[src/rtl/wb_copy_engine_pkg.sv]
// Shared constants for the Wishbone block-copy initiator:
// FSM state codes, bus select/stride constants, address helper.
package wb_copy_engine_pkg;

  localparam logic [2:0] WB_CE_IDLE   = 3'd0;
  localparam logic [2:0] WB_CE_RD     = 3'd1;
  localparam logic [2:0] WB_CE_RD_GAP = 3'd2;
  localparam logic [2:0] WB_CE_WR     = 3'd3;
  localparam logic [2:0] WB_CE_WR_GAP = 3'd4;
  localparam logic [2:0] WB_CE_FIN    = 3'd5;

  localparam logic [3:0]  WB_SEL_WORD    = 4'hF;
  localparam logic [31:0] WB_WORD_STRIDE = 32'd4;

  function automatic logic [31:0] wb_word_align(
    input logic [31:0] a
  );
    return {a[31:2], 2'b00};
  endfunction

endpackage

[src/rtl/wb_copy_engine_beat_timer.sv]
// Beat watchdog: reloads while idle or on a response,
// counts down while a beat is outstanding.
// Ports: i_clk, i_rst (async high), i_run (beat active),
//        i_resp (ack or err seen), o_expired (abort now).
module wb_beat_timer #(
  parameter int TIMEOUT = 255
) (
  input  logic i_clk,
  input  logic i_rst,
  input  logic i_run,
  input  logic i_resp,
  output logic o_expired
);

  localparam logic [15:0] LOAD = 16'(TIMEOUT);

  logic [15:0] r_cnt;

  always_ff @(posedge i_clk or posedge i_rst) begin
    if (i_rst) begin
      r_cnt <= LOAD;
    end else if (!i_run || i_resp) begin
      r_cnt <= LOAD;
    end else if (r_cnt != 16'd0) begin
      r_cnt <= r_cnt - 16'd1;
    end
  end

  // Fires in the TIMEOUT-th silent cycle of a beat.
  assign o_expired = i_run && !i_resp && (r_cnt == 16'd1);

endmodule

[src/rtl/wb_copy_engine.sv]
// Wishbone classic initiator copying len_words words src->dst,
// one read beat then one write beat per word, ascending order.
// Ports: start/src_addr/dst_addr/len_words request; busy/done/
//        error/err_addr status; wb_* classic initiator bus.
module wb_copy_engine #(
  parameter int LEN_W   = 16,
  parameter int TIMEOUT = 255
) (
  input  logic             clk,
  input  logic             rst,
  input  logic             start,
  input  logic [31:0]      src_addr,
  input  logic [31:0]      dst_addr,
  input  logic [LEN_W-1:0] len_words,
  output logic             busy,
  output logic             done,
  output logic             error,
  output logic [31:0]      err_addr,
  output logic [31:0]      wb_adr_o,
  output logic [31:0]      wb_dat_o,
  input  logic [31:0]      wb_dat_i,
  output logic             wb_we_o,
  output logic [3:0]       wb_sel_o,
  output logic             wb_cyc_o,
  output logic             wb_stb_o,
  input  logic             wb_ack_i,
  input  logic             wb_err_i
);

  import wb_copy_engine_pkg::*;

  logic [2:0]       r_state;
  logic [31:0]      r_src;
  logic [31:0]      r_dst;
  logic [LEN_W-1:0] r_rem;
  logic [31:0]      r_data;
  logic             r_busy;
  logic             r_done;
  logic             r_error;
  logic [31:0]      r_err_addr;
  logic [31:0]      r_adr;
  logic [31:0]      r_dat;
  logic             r_we;
  logic             r_cyc;
  logic             r_stb;

  logic w_run;
  logic w_expired;
  logic w_abort;

  assign w_run   = (r_state == WB_CE_RD) || (r_state == WB_CE_WR);
  assign w_abort = wb_err_i || w_expired;

  wb_beat_timer #(
    .TIMEOUT (TIMEOUT)
  ) u_timer (
    .i_clk     (clk),
    .i_rst     (rst),
    .i_run     (w_run),
    .i_resp    (wb_ack_i || wb_err_i),
    .o_expired (w_expired)
  );

  always_ff @(posedge clk or posedge rst) begin
    if (rst) begin
      r_state    <= WB_CE_IDLE;
      r_src      <= '0;
      r_dst      <= '0;
      r_rem      <= '0;
      r_data     <= '0;
      r_busy     <= 1'b0;
      r_done     <= 1'b0;
      r_error    <= 1'b0;
      r_err_addr <= '0;
      r_adr      <= '0;
      r_dat      <= '0;
      r_we       <= 1'b0;
      r_cyc      <= 1'b0;
      r_stb      <= 1'b0;
    end else begin
      r_done <= 1'b0;
      unique case (r_state)
        WB_CE_IDLE: begin
          if (start) begin
            r_src   <= wb_word_align(src_addr);
            r_dst   <= wb_word_align(dst_addr);
            r_rem   <= len_words;
            r_error <= 1'b0;
            r_busy  <= 1'b1;
            if (len_words == '0) begin
              r_state <= WB_CE_FIN;
              r_done  <= 1'b1;
            end else begin
              r_state <= WB_CE_RD;
              r_cyc   <= 1'b1;
              r_stb   <= 1'b1;
              r_we    <= 1'b0;
              r_adr   <= wb_word_align(src_addr);
            end
          end
        end
        WB_CE_RD, WB_CE_WR: begin
          // err has priority over a simultaneous ack.
          if (w_abort) begin
            r_cyc      <= 1'b0;
            r_stb      <= 1'b0;
            r_we       <= 1'b0;
            r_error    <= 1'b1;
            r_err_addr <= r_adr;
            r_done     <= 1'b1;
            r_state    <= WB_CE_FIN;
          end else if (wb_ack_i) begin
            r_cyc <= 1'b0;
            r_stb <= 1'b0;
            r_we  <= 1'b0;
            if (r_state == WB_CE_RD) begin
              r_data  <= wb_dat_i;
              r_state <= WB_CE_RD_GAP;
            end else begin
              r_src   <= r_src + WB_WORD_STRIDE;
              r_dst   <= r_dst + WB_WORD_STRIDE;
              r_rem   <= r_rem - LEN_W'(1);
              r_state <= WB_CE_WR_GAP;
            end
          end
        end
        WB_CE_RD_GAP: begin
          r_cyc   <= 1'b1;
          r_stb   <= 1'b1;
          r_we    <= 1'b1;
          r_adr   <= r_dst;
          r_dat   <= r_data;
          r_state <= WB_CE_WR;
        end
        WB_CE_WR_GAP: begin
          if (r_rem == '0) begin
            r_done  <= 1'b1;
            r_state <= WB_CE_FIN;
          end else begin
            r_cyc   <= 1'b1;
            r_stb   <= 1'b1;
            r_adr   <= r_src;
            r_state <= WB_CE_RD;
          end
        end
        WB_CE_FIN: begin
          r_busy  <= 1'b0;
          r_state <= WB_CE_IDLE;
        end
        default: r_state <= WB_CE_IDLE;
      endcase
    end
  end

  assign busy     = r_busy;
  assign done     = r_done;
  assign error    = r_error;
  assign err_addr = r_err_addr;
  assign wb_adr_o = r_adr;
  assign wb_dat_o = r_dat;
  assign wb_we_o  = r_we;
  assign wb_sel_o = WB_SEL_WORD;
  assign wb_cyc_o = r_cyc;
  assign wb_stb_o = r_stb;

endmodule

[config.mk]
export PLATFORM = sky130hd
export DESIGN_NAME = wb_copy_engine
export DESIGN_NICKNAME = d
export VERILOG_FILES = /design/src/rtl/wb_copy_engine_pkg.sv /design/src/rtl/wb_copy_engine_beat_timer.sv /design/src/rtl/wb_copy_engine.sv
export SDC_FILE = /design/constraint.sdc
export NUM_CORES = 1
export LEC_CHECK = 0
export BUFFER_PORTS_ARGS = -buffer_cell sky130_fd_sc_hd__buf_2
export CAP_MARGIN = 20
export CELL_PAD_IN_SITES_DETAIL_PLACEMENT = 0
export CELL_PAD_IN_SITES_GLOBAL_PLACEMENT = 1
export CORE_AREA = 2 2 187 189
export DETAILED_ROUTE_END_ITERATION = 6
export DIE_AREA = 0 0 189 191
export PLACE_DENSITY = 0.67
export SLEW_MARGIN = 25
export SYNTH_ARGS = -nofsm -noshare
export SYNTH_HDL_FRONTEND = slang
export SYNTH_HIERARCHICAL = 1
export SYNTH_SLANG_ARGS = --single-unit
[constraint.sdc]
create_clock -name clk -period 6.8 [get_ports clk]
set_input_delay 1.02 -clock clk [delete_from_list [all_inputs] [get_ports clk]]
set_output_delay 1.02 -clock clk [all_outputs]
set_load 0.01 [all_outputs]
==> results.cfg <==
[floorplanning]
dieHeight_um = 191
design.core.area_um2 = 34100
start_util = 0.347
ios = 223
fp.dieArea_um2 = 36100
die_width_um = 189
fp-row-count = 68

[timing]
worst_pin_slew_ns = 0.962
slew_viol_final = 0
hold_viol = 0
period_minus_slack_ns = 3.93
fin_hold_ws_ns = 0.486
fin_tns_setup_ns = 0
relSlewSlack = 0.354
setup_slack_ns = 2.87
setup_viol = 0
rsz0062_at_grt = no
fin_skew_ns = 0.0116
post-route-period-util = 0.578
max_freq_mhz = 254

[setup_path]
reg2reg_to = r_src[15]
cp-start-kind = flip-flop
critPathSlowestCell = or2_2
crit_fanout = 47
worstPathRequired_ns = 7.22
crit_arrival_ns = 4.35
r2r_start = r_state[2]
crit_chain = buf_4 -> nand2b_4 -> clkinv_2 -> nor2b_1 -> nand3_1 -> nor2_1 -> nor2_1 -> a32oi_1 -> buf_4 -> or2_2 -> buf_4 -> a21oi_1 -> o22a_1
worst_setup_path_end_kind = flip-flop
critPathMaxStageDelay_ns = 0.65
path_class = reg -> reg
worst-r2r-cell-count = 13
cpMostUsedCell = buf_4
worst-r2r-setup-slack_ns = 2.87

[synthesis]
synthArstFlopShare = 1.00
synthAdderAreaFrac = 0.00529
synthesis.area_um2 = 11800
synth_xor_area_frac = 0.00296
synth-edff-count = 0
muxShareOfSynthArea = 0.120
ys_ff_latch = 226
synth_compound_area_frac = 0.209
syn_inst = 1179
yosysTopAreaCell = dfrtp_1
synth_seq_area_share = 0.479
ys_warn_count = 6
synth_area_leaders = dfrtp_1 46%, mux2_2 12%, a21oi_1 4.7%
syn_area_per_cell_um2 = 10.0
synth.distinct_cells = 71
synth_top_family_by_area = compound AO/OA/AOI/OAI gates
yosysTopAreaCellShare = 0.461
synth_simple_gate_area_frac = 0.146
dominantRegCellSynth = dfrtp_1

[worst_hold_path]
hp-start = r_rem[11]
hold_path_class = reg -> reg
hold_path_end = r_rem[11]
hold_path_depth = 1

[global_route]
grt-ovfl-total = 0
grt_pass1_vias = 9726
antenna_found_initial = 1
grt_max_degree = 127
grtUsageTotal = 0.195
grt_pass1_wl_mm = 56.3

[job]
drv_cap = 0

[finish]
fin_nets = 1472
layout_common_cells = 217 x dfrtp_1, 214 x buf_2, 125 x mux2_2, 112 x a21oi_1, 80 x nor2_1
area_delta_synth_final_pct = 20.2
diodes = 0
final_common_cell = dfrtp_1
fillers = 3383
post-route-util = 0.417
drive_gt1_frac = 0.316

[detailed_routing]
antenna_left = 0
viasPerCell = 5.55
drcViolationCount = 0
dr.pass1.iters = 4
drt-initial-drc-count = 665
post_drt_wl_per_cell_um = 19.6
wl_mm = 35.9
vias = 10100

[pwr]
vdd_ir_drop_max_mv = 0.258
power.density_nw_per_um2 = 482
leakage_nw = 6.05

[clocking]
cts_buffers = 27
max-clock-path-buffers = 3
clock-sinks = 226
clk_pin_slew_ns = 0.06
postCtsSetupBuffers = 0
cts_root_buf = clkbuf_16
h-tree-depth = 1
clk-insertion-delay-late_ns = 0.54
cts_hold_buf = 0
post_cts_resize_count = 0
cts_tree = done

[placement]
port_buffers = 214
gp_congestion = 0.807
hpwl_mm = 24.5
pre_cts_ws_ns = 2.36

[run_status]
status = complete, no violations
==> sequential cells by signal, indices dropped and copies added, names as in the netlist, 3 cells and up <==
register,cells
wb_adr_o,31
r_data,32
wb_dat_o,32
u_timer/r_cnt,16
r_state,3
r_dst,30
err_addr,31
r_src,30
r_rem,16
==> cell usage after synthesis (8+ instances only) <==
master and n:
o31ai_1 9, nor3_1 23, a31oi_1 14, or3_1 10, a21oi_1 112, o22a_1 45, nor4_1 20, o22ai_1 75
mux2_2 125, o21ai_0 54, dfrtp_1 218, nand3_1 34, inv_1 17, buf_1 9, a2bb2oi_1 18, clkbuf_1 68
nand4_1 21, nor2_1 82, dfstp_2 8, nand2_1 68, and3_1 16
==> where the power goes <==
| group | internal [mW] | switching [mW] | total (mW) |
|---|---|---|---|
| clock | 0.936 | 0.580 | 1.52 |
| sequential | 1.97 | 0.580 | 2.55 |
| combinational | 1.24 | 1.55 | 2.79 |
==> logic make-up (layout without fill, tap and decap cells) <==
family                   count (synthesis)  in the layout
adder cells (fa/ha/maj)                  5              5
other                                    1              4
multiplexers                           126            126
buffers and inverters                  110            299
AO/OA/AOI/OAI                          381            381
AND/OR/NAND/NOR                        326            326
XOR/XNOR                                 4              4
flip-flops                             226            226
==> critical path: cells and delay by family (launching register included) <==
kind,cells,cell delay (ns)
AOI/OAI and AO/OA,3,0.52
buffers and inverters,4,1.01
DFF,1,0.36
and+or+nand+nor,6,1.90
==> area by class of cell <==
class / count / area (um2) / share of cell area
Timing Repair Buffer: 231 / 1220 / 0.0860
Inverter: 18 / 77.6 / 0.00545
Clock buffer: 39 / 771 / 0.0542
Sequential cell: 226 / 5670 / 0.398
Multi-Input combinational cell: 846 / 5760 / 0.405
Tap cell: 455 / 569 / 0.0400
Clock inverter: 11 / 159 / 0.0112
==> per-stage QoR <==
| step | power (mW) | cells | area [um2] |
|---|---|---|---|
| after CTS | 6.91 | 1825 | 14200 |
| after detailed placement | 5.37 | 1775 | 13300 |
| after global placement | 5.30 | 1775 | 13300 |
| after floorplan | 4.39 | 1182 | 11800 |
| after global routing | 7.35 | 1826 | 14200 |
| final | 6.86 | 1826 | 14200 |
==> metal layers <==
layer	routed length [um]	GRT usage	vias up
met5	7	0	-
met4	766	0.0433	2
met3	1840	0.0297	48
met2	16900	0.324	269
met1	16400	0.268	5002
li1	-	-	4820
==> how the worst max path moves through the flow <==
stage	cells after the start	end	startpoint
finish	13	r_src[15]	r_state[2]
global route	13	r_src[30]	r_state[2]
global placement	12	r_src[19]	wb_err_i
CTS	13	r_src[15]	r_state[2]
detailed placement	12	r_src[15]	wb_err_i
floorplan	1	busy	rst
(Power assumes the default switching activity.)
